### src/rtl/mem_arbiter_if.sv
`default_nettype none
// ============================================================================
// Module      : mem_arbiter_if
// Description : Bundles the fetch port, load/store port and memory-side bus
//               of the shared single-port memory arbiter.
// Revision    : 1.0 - initial release
// ============================================================================
interface mem_arbiter_if;
  // instruction fetch port
  logic        if_req;
  logic [31:0] if_addr;
  logic [31:0] if_rdata;
  logic        if_ack;
  logic        if_stall;
  // load/store port
  logic        d_req;
  logic        d_wr;
  logic [31:0] d_addr;
  logic [31:0] d_wdata;
  logic [31:0] d_rdata;
  logic        d_ack;
  logic        d_stall;
  // memory side
  logic        mem_en;
  logic        mem_wr;
  logic [31:0] mem_addr;
  logic [31:0] mem_wdata;
  logic [31:0] mem_rdata;

  // arbiter view
  modport slave (
    input  if_req, if_addr, d_req, d_wr, d_addr, d_wdata, mem_rdata,
    output if_rdata, if_ack, if_stall, d_rdata, d_ack, d_stall,
           mem_en, mem_wr, mem_addr, mem_wdata
  );

  // requester / memory view
  modport master (
    output if_req, if_addr, d_req, d_wr, d_addr, d_wdata, mem_rdata,
    input  if_rdata, if_ack, if_stall, d_rdata, d_ack, d_stall,
           mem_en, mem_wr, mem_addr, mem_wdata
  );
endinterface
`default_nettype wire

### src/rtl/mem_arbiter.sv
`default_nettype none
// ============================================================================
// Module      : mem_arbiter
// Description : Shares one fixed-latency single-port memory between
//               instruction fetch (I) and load/store (D). One access in
//               flight; D has priority but is capped at MAX_D_BURST
//               consecutive grants while a fetch is waiting.
// Revision    : 1.0 - initial release
// ============================================================================
module mem_arbiter #(
  parameter int MEM_LAT     = 2,
  parameter int MAX_D_BURST = 4
) (
  input  wire logic    clk,
  input  wire logic    rst,   // asynchronous, active-low
  mem_arbiter_if.slave bus
);

  localparam int CNT_W    = (MEM_LAT > 1) ? $clog2(MEM_LAT) : 1;
  localparam int STREAK_W = $clog2(MAX_D_BURST + 1);
  localparam logic [CNT_W-1:0]    CNT_INIT   = CNT_W'(MEM_LAT - 1);
  localparam logic [STREAK_W-1:0] STREAK_MAX = STREAK_W'(MAX_D_BURST);

  typedef enum logic [1:0] {
    ST_IDLE   = 2'd0,
    ST_ACCESS = 2'd1,
    ST_RESP   = 2'd2
  } state_t;

  state_t                state_q,     state_d;
  logic [CNT_W-1:0]      cnt_q,       cnt_d;
  logic [STREAK_W-1:0]   d_streak_q,  d_streak_d;
  logic                  port_d_q,    port_d_d;     // 1 = D owns the access
  logic                  wr_q,        wr_d;
  logic [31:0]           mem_addr_q,  mem_addr_d;
  logic [31:0]           mem_wdata_q, mem_wdata_d;
  logic [31:0]           if_rdata_q,  if_rdata_d;
  logic [31:0]           d_rdata_q,   d_rdata_d;

  logic streak_full;
  logic gnt_data;
  logic gnt_fetch;
  logic last_beat;

  assign streak_full = (d_streak_q == STREAK_MAX);
  assign last_beat   = (state_q == ST_ACCESS) && (cnt_q == '0);

  // Arbitration, access sequencing and read-data capture
  always_comb begin
    state_d     = state_q;
    cnt_d       = cnt_q;
    d_streak_d  = d_streak_q;
    port_d_d    = port_d_q;
    wr_d        = wr_q;
    mem_addr_d  = mem_addr_q;
    mem_wdata_d = mem_wdata_q;
    if_rdata_d  = if_rdata_q;
    d_rdata_d   = d_rdata_q;
    gnt_data    = 1'b0;
    gnt_fetch   = 1'b0;

    case (state_q)
      ST_IDLE: begin
        // D wins unless a waiting fetch has already seen a full D streak
        if (bus.d_req && !(bus.if_req && streak_full)) begin
          gnt_data = 1'b1;
        end else if (bus.if_req) begin
          gnt_fetch = 1'b1;
        end

        if (gnt_data) begin
          port_d_d    = 1'b1;
          wr_d        = bus.d_wr;
          mem_addr_d  = bus.d_addr;
          mem_wdata_d = bus.d_wdata;
          cnt_d       = CNT_INIT;
          state_d     = ST_ACCESS;
          if (bus.if_req) begin
            if (!streak_full) begin
              d_streak_d = d_streak_q + 1'b1;
            end
          end else begin
            d_streak_d = '0;
          end
        end else if (gnt_fetch) begin
          // fetches carry no store data; mem_wdata keeps its last value
          port_d_d   = 1'b0;
          wr_d       = 1'b0;
          mem_addr_d = bus.if_addr;
          cnt_d      = CNT_INIT;
          state_d    = ST_ACCESS;
          d_streak_d = '0;
        end
      end

      ST_ACCESS: begin
        if (cnt_q == '0) begin
          state_d = ST_RESP;
          if (!wr_q) begin
            if (port_d_q) begin
              d_rdata_d = bus.mem_rdata;
            end else begin
              if_rdata_d = bus.mem_rdata;
            end
          end
        end else begin
          cnt_d = cnt_q - 1'b1;
        end
      end

      ST_RESP: begin
        // no grant here: the requester's req is still high this cycle
        state_d = ST_IDLE;
      end

      default: begin
        state_d = ST_IDLE;
      end
    endcase
  end

  // State and datapath registers; reset also kills any in-flight access
  always_ff @(posedge clk or negedge rst) begin
    if (!rst) begin
      state_q     <= ST_IDLE;
      cnt_q       <= '0;
      d_streak_q  <= '0;
      port_d_q    <= 1'b0;
      wr_q        <= 1'b0;
      mem_addr_q  <= '0;
      mem_wdata_q <= '0;
      if_rdata_q  <= '0;
      d_rdata_q   <= '0;
    end else begin
      state_q     <= state_d;
      cnt_q       <= cnt_d;
      d_streak_q  <= d_streak_d;
      port_d_q    <= port_d_d;
      wr_q        <= wr_d;
      mem_addr_q  <= mem_addr_d;
      mem_wdata_q <= mem_wdata_d;
      if_rdata_q  <= if_rdata_d;
      d_rdata_q   <= d_rdata_d;
    end
  end

  // Outputs decode straight from state so reset drops them without a clock
  assign bus.mem_en    = (state_q == ST_ACCESS);
  assign bus.mem_wr    = last_beat && wr_q && port_d_q;
  assign bus.mem_addr  = mem_addr_q;
  assign bus.mem_wdata = mem_wdata_q;
  assign bus.if_ack    = (state_q == ST_RESP) && !port_d_q;
  assign bus.d_ack     = (state_q == ST_RESP) &&  port_d_q;
  assign bus.if_rdata  = if_rdata_q;
  assign bus.d_rdata   = d_rdata_q;
  assign bus.if_stall  = bus.if_req && !bus.if_ack;
  assign bus.d_stall   = bus.d_req  && !bus.d_ack;

endmodule
`default_nettype wire

### src/flat_wrapper.sv
// flat-port wrapper written by rule: the top's interface ports become plain ports
module mem_arbiter_flat 
#(
  parameter int MEM_LAT     = 2,
  parameter int MAX_D_BURST = 4
)
  (clk, rst, bus_if_req, bus_if_addr, bus_d_req, bus_d_wr, bus_d_addr, bus_d_wdata, bus_mem_rdata, bus_if_rdata, bus_if_ack, bus_if_stall, bus_d_rdata, bus_d_ack, bus_d_stall, bus_mem_en, bus_mem_wr, bus_mem_addr, bus_mem_wdata);
  mem_arbiter_if bus_i ();
  input  wire logic clk;
  input  wire logic rst;
  input wire logic [$bits(bus_i.if_req)-1:0] bus_if_req;
  input wire logic [$bits(bus_i.if_addr)-1:0] bus_if_addr;
  input wire logic [$bits(bus_i.d_req)-1:0] bus_d_req;
  input wire logic [$bits(bus_i.d_wr)-1:0] bus_d_wr;
  input wire logic [$bits(bus_i.d_addr)-1:0] bus_d_addr;
  input wire logic [$bits(bus_i.d_wdata)-1:0] bus_d_wdata;
  input wire logic [$bits(bus_i.mem_rdata)-1:0] bus_mem_rdata;
  output wire logic [$bits(bus_i.if_rdata)-1:0] bus_if_rdata;
  output wire logic [$bits(bus_i.if_ack)-1:0] bus_if_ack;
  output wire logic [$bits(bus_i.if_stall)-1:0] bus_if_stall;
  output wire logic [$bits(bus_i.d_rdata)-1:0] bus_d_rdata;
  output wire logic [$bits(bus_i.d_ack)-1:0] bus_d_ack;
  output wire logic [$bits(bus_i.d_stall)-1:0] bus_d_stall;
  output wire logic [$bits(bus_i.mem_en)-1:0] bus_mem_en;
  output wire logic [$bits(bus_i.mem_wr)-1:0] bus_mem_wr;
  output wire logic [$bits(bus_i.mem_addr)-1:0] bus_mem_addr;
  output wire logic [$bits(bus_i.mem_wdata)-1:0] bus_mem_wdata;
  assign bus_i.if_req = bus_if_req;
  assign bus_i.if_addr = bus_if_addr;
  assign bus_i.d_req = bus_d_req;
  assign bus_i.d_wr = bus_d_wr;
  assign bus_i.d_addr = bus_d_addr;
  assign bus_i.d_wdata = bus_d_wdata;
  assign bus_i.mem_rdata = bus_mem_rdata;
  assign bus_if_rdata = bus_i.if_rdata;
  assign bus_if_ack = bus_i.if_ack;
  assign bus_if_stall = bus_i.if_stall;
  assign bus_d_rdata = bus_i.d_rdata;
  assign bus_d_ack = bus_i.d_ack;
  assign bus_d_stall = bus_i.d_stall;
  assign bus_mem_en = bus_i.mem_en;
  assign bus_mem_wr = bus_i.mem_wr;
  assign bus_mem_addr = bus_i.mem_addr;
  assign bus_mem_wdata = bus_i.mem_wdata;
  mem_arbiter #(.MEM_LAT(MEM_LAT), .MAX_D_BURST(MAX_D_BURST)) u_core (.clk(clk), .rst(rst), .bus(bus_i));
endmodule
### config.mk
export PLATFORM = sky130hd
export DESIGN_NAME = mem_arbiter_flat
export DESIGN_NICKNAME = d
export VERILOG_FILES = /design/src/rtl/mem_arbiter_if.sv /design/src/rtl/mem_arbiter.sv /design/src/flat_wrapper.sv
export SDC_FILE = /design/constraint.sdc
export NUM_CORES = 1
export LEC_CHECK = 0
export CORE_ASPECT_RATIO = 1.2
export CORE_MARGIN = 4
export CORE_UTILIZATION = 44
export DETAILED_ROUTE_END_ITERATION = 16
export HOLD_SLACK_MARGIN = 0.08
export PLACE_DENSITY = 0.85
export SLEW_MARGIN = 10
export SYNTH_ARGS = -nofsm -noshare
export SYNTH_HDL_FRONTEND = slang
export SYNTH_SLANG_ARGS = --single-unit
### constraint.sdc
create_clock -name clk -period 3.8 [get_ports clk]
set_input_delay 0.38 -clock clk [delete_from_list [all_inputs] [get_ports clk]]
set_output_delay 0.38 -clock clk [all_outputs]
set_load 0.005 [all_outputs]
==> impl_metrics.json <==
{
  "grt_pass1_wl_um": 25800,
  "status": "finished clean",
  "die_height_um": 132,
  "finalHoldViolCount": 0,
  "critPathLaunch": "u_core.state_q[1]",
  "drive_above_1_share_pct": 15.6,
  "r2r_start": "u_core.state_q[1]",
  "syn-mean-instance-area_um2": 13.1,
  "rsz0062_at_grt": "false",
  "post_cts_buffers": 0,
  "max_cap_viol_count": 0,
  "worstHoldPathType": "in -> async",
  "ys_top_cells_by_area": "dfrtp_1, mux2_2, mux2_1, o211ai_1, nand4_1",
  "drtPass1Iterations": 4,
  "crit_path_end_kind": "flip-flop",
  "drc": 0,
  "yosys.cell_types.count": 32,
  "r2r_cells": 4,
  "grt_max_degree": 121,
  "worstPathRequired_ns": 4.08,
  "clk-insertion-delay-late_ns": 0.41,
  "synth_area_mm2": 0.00565,
  "crit_arrival_ns": 2.94,
  "fin_nets": 823,
  "grt_usage_pct": 21.9,
  "leakage_nw": 3.62,
  "async_flop_share_pct": 100,
  "clk_pin_slew_worst_paths_ns": 0.06,
  "rows": 45,
  "endpoint": "u_core.bus.mem_wdata[18]",
  "num_vias": 4658,
  "dpl-instance-area_mm2": 0.00843,
  "cellPowerDensity_mw_per_mm2": 819,
  "ant_nets": 0,
  "areaGrowthSynthToFinish_pct": 59.6,
  "overflow": 0,
  "finClkSkew_ns": 0.0107,
  "synth_top_area_share_pct": 60.2,
  "hold-worst-slack_ns": 0.145,
  "die_width_um": 111,
  "synth_seq_cells": 136,
  "routed_wl_um": 16200,
  "r2r_setup_slack_ns": 1.14,
  "clock.fmax_mhz": 376,
  "antenna_found_initial": 0,
  "finalCritPeriodShare_pct": 70.1,
  "fp.dieArea_mm2": 0.0147,
  "cts_made_buffers": 17,
  "cts.repair.resized": 0,
  "hpwl_um": 11800,
  "avgRoutedWirePerCell_um": 18.8,
  "vias_per_cell": 5.40,
  "synth.net_count": 568,
  "diodes": 0,
  "initial_core_util_pct": 44.8,
  "synth_top_flop_cell": "dfrtp_1",
  "worstMarginPinSlew_ns": 1.15,
  "core-area_mm2": 0.0126,
  "period_minus_slack_ns": 2.66,
  "htree_levels": 4,
  "gp_congestion": 0.806,
  "criticalPathCategory": "reg -> reg",
  "r2r-end": "u_core.bus.mem_wdata[18]",
  "cts_sinks": 136,
  "fill_cells": 870,
  "slew_headroom_pct": 23.0,
  "synth_edf_count": 0,
  "hold_buffers": 0,
  "final_area_mm2": 0.00902,
  "netlist_instances": 433,
  "start_kind": "flip-flop",
  "drv_slew": 0,
  "yosysWarnings": 0,
  "io-pin-count": 267,
  "synth_top_cell_by_area": "dfrtp_1",
  "crit_fanout": 69,
  "drtIter0Drc": 179,
  "cts_tree": "done",
  "port_buffers": 266,
  "ir_worst_vdd_v": 0.000406,
  "setup_tns_ns": 0,
  "finalSetupViolations": 0,
  "power_mw": 7.39,
  "ctsLongestPathBuffers": 2,
  "ys_seq_area_share_pct": 60.2,
  "cts_root_buf": "clkbuf_16",
  "grt_pass1_vias": 4867
}
[cell usage after synthesis (2+ instances only)]
library cell  instances
o2bb2ai_1             2
o211ai_1             32
nand4_1              32
nor2_1                2
dfrtp_1             136
nand2_1               6
buf_2                13
mux2_2               64
ha_1                  2
nor2b_1               2
clkbuf_1             18
inv_1                 3
mux2_1               32
or2_2                 2
o21ai_0              33
nand3_1              33
buf_1                 6
[flip-flops by register name, indices dropped and copies added (netlist names)]
signal,cells
u_core.cnt_q,1
u_core.bus.d_rdata,32
u_core.bus.if_rdata,32
u_core.wr_q,1
u_core.bus.mem_wdata,32
u_core.bus.mem_addr,32
u_core.d_streak_q,3
u_core.state_q,2
u_core.port_d_q,1
[layout make-up]
| class | count | area (um^2) | share of cell area [%] |
|---|---|---|---|
| clock buffer | 18 | 439 | 4.87 |
| tap | 164 | 205 | 2.27 |
| multi-input combinational | 257 | 2090 | 23.2 |
| clock inverter | 12 | 154 | 1.71 |
| sequential | 136 | 3400 | 37.7 |
| inverter | 3 | 11.3 | 0.125 |
| timing repair buffer | 273 | 2720 | 30.1 |
[through the flow]
step | instances | util [%] | setup slack, ns
final | 863 | 71.5 | 1.14
after detailed placement | 833 | 66.8 | 1.07
after global routing | 863 | 71.5 | 0.943
after global placement | 833 | 66.8 | 1.19
after floorplan | 433 | - | 2.17
after CTS | 863 | 71.5 | 1.11
[worst min-delay path by stage]
| stage | startpoint | endpoint | cells after the start |
|---|---|---|---|
| finish | rst | u_core.bus.d_rdata[19] | 1 |
| global route | rst | u_core.bus.d_rdata[12] | 1 |
| CTS | rst | u_core.bus.d_rdata[12] | 1 |
| detailed placement | u_core.bus.d_rdata[0] | u_core.bus.d_rdata[0] | 1 |
| global placement | u_core.bus.if_rdata[31] | u_core.bus.if_rdata[31] | 1 |
| floorplan | rst | u_core.bus.d_rdata[0] | 0 |
[cell families (layout without fill, tap and decap cells)]
group | after synthesis | after routing | synth area share, %
compound gates | 71 | 71 | 8.06
flops | 136 | 136 | 60.2
xor+xnor | 1 | 1 | 0.155
mux | 96 | 96 | 19.1
fa+ha+maj | 2 | 2 | 0.443
buf+inv | 40 | 306 | 2.94
simple gates | 87 | 87 | 9.08
[layer usage]
metal,wire [um],global-route usage [%]
met1,6090,25.2
met2,8460,38.0
met3,1040,5.46
met4,618,10.5
met5,0,0
[cells in the final DEF (no fill, tap or decap), drive strengths merged]
master / netlist / routed
xor2: 1 / 1
clkbuf: 18 / 18
and3b: 1 / 1
or2: 2 / 2
nor4: 1 / 1
dfrtp: 136 / 136
clkinvlp: 0 / 3
nand3: 34 / 34
a21oi: 1 / 1
nand3b: 1 / 1
nor3b: 2 / 2
a41o: 1 / 1
inv: 3 / 3
o2bb2ai: 2 / 2
nor2: 3 / 3
o21a: 1 / 1
mux2: 96 / 96
o21ai: 33 / 33
nand4: 32 / 32
bufinv: 0 / 3
o211ai: 32 / 32
clkinv: 0 / 6
nand2: 6 / 6
and3: 1 / 1
and2: 1 / 1
ha: 2 / 2
nand2b: 1 / 1
buf: 19 / 8
a32o: 1 / 1
clkdlybuf4s50: 0 / 265
nor2b: 2 / 2
[where the power goes]
group,switching [mW],total [mW],internal (mW)
logic,1.15,3.14,1.99
clock network,0.593,1.63,1.04
registers,0.427,2.62,2.19
total,2.17,7.39,5.22
[critical path: stages (launching register included)]
cell and delay [ns]:
dfrtp_1 0.45, nor2_4 0.13, buf_4 0.52, nand3_2 0.82
mux2_2 0.55
(Power assumes the default switching activity.)
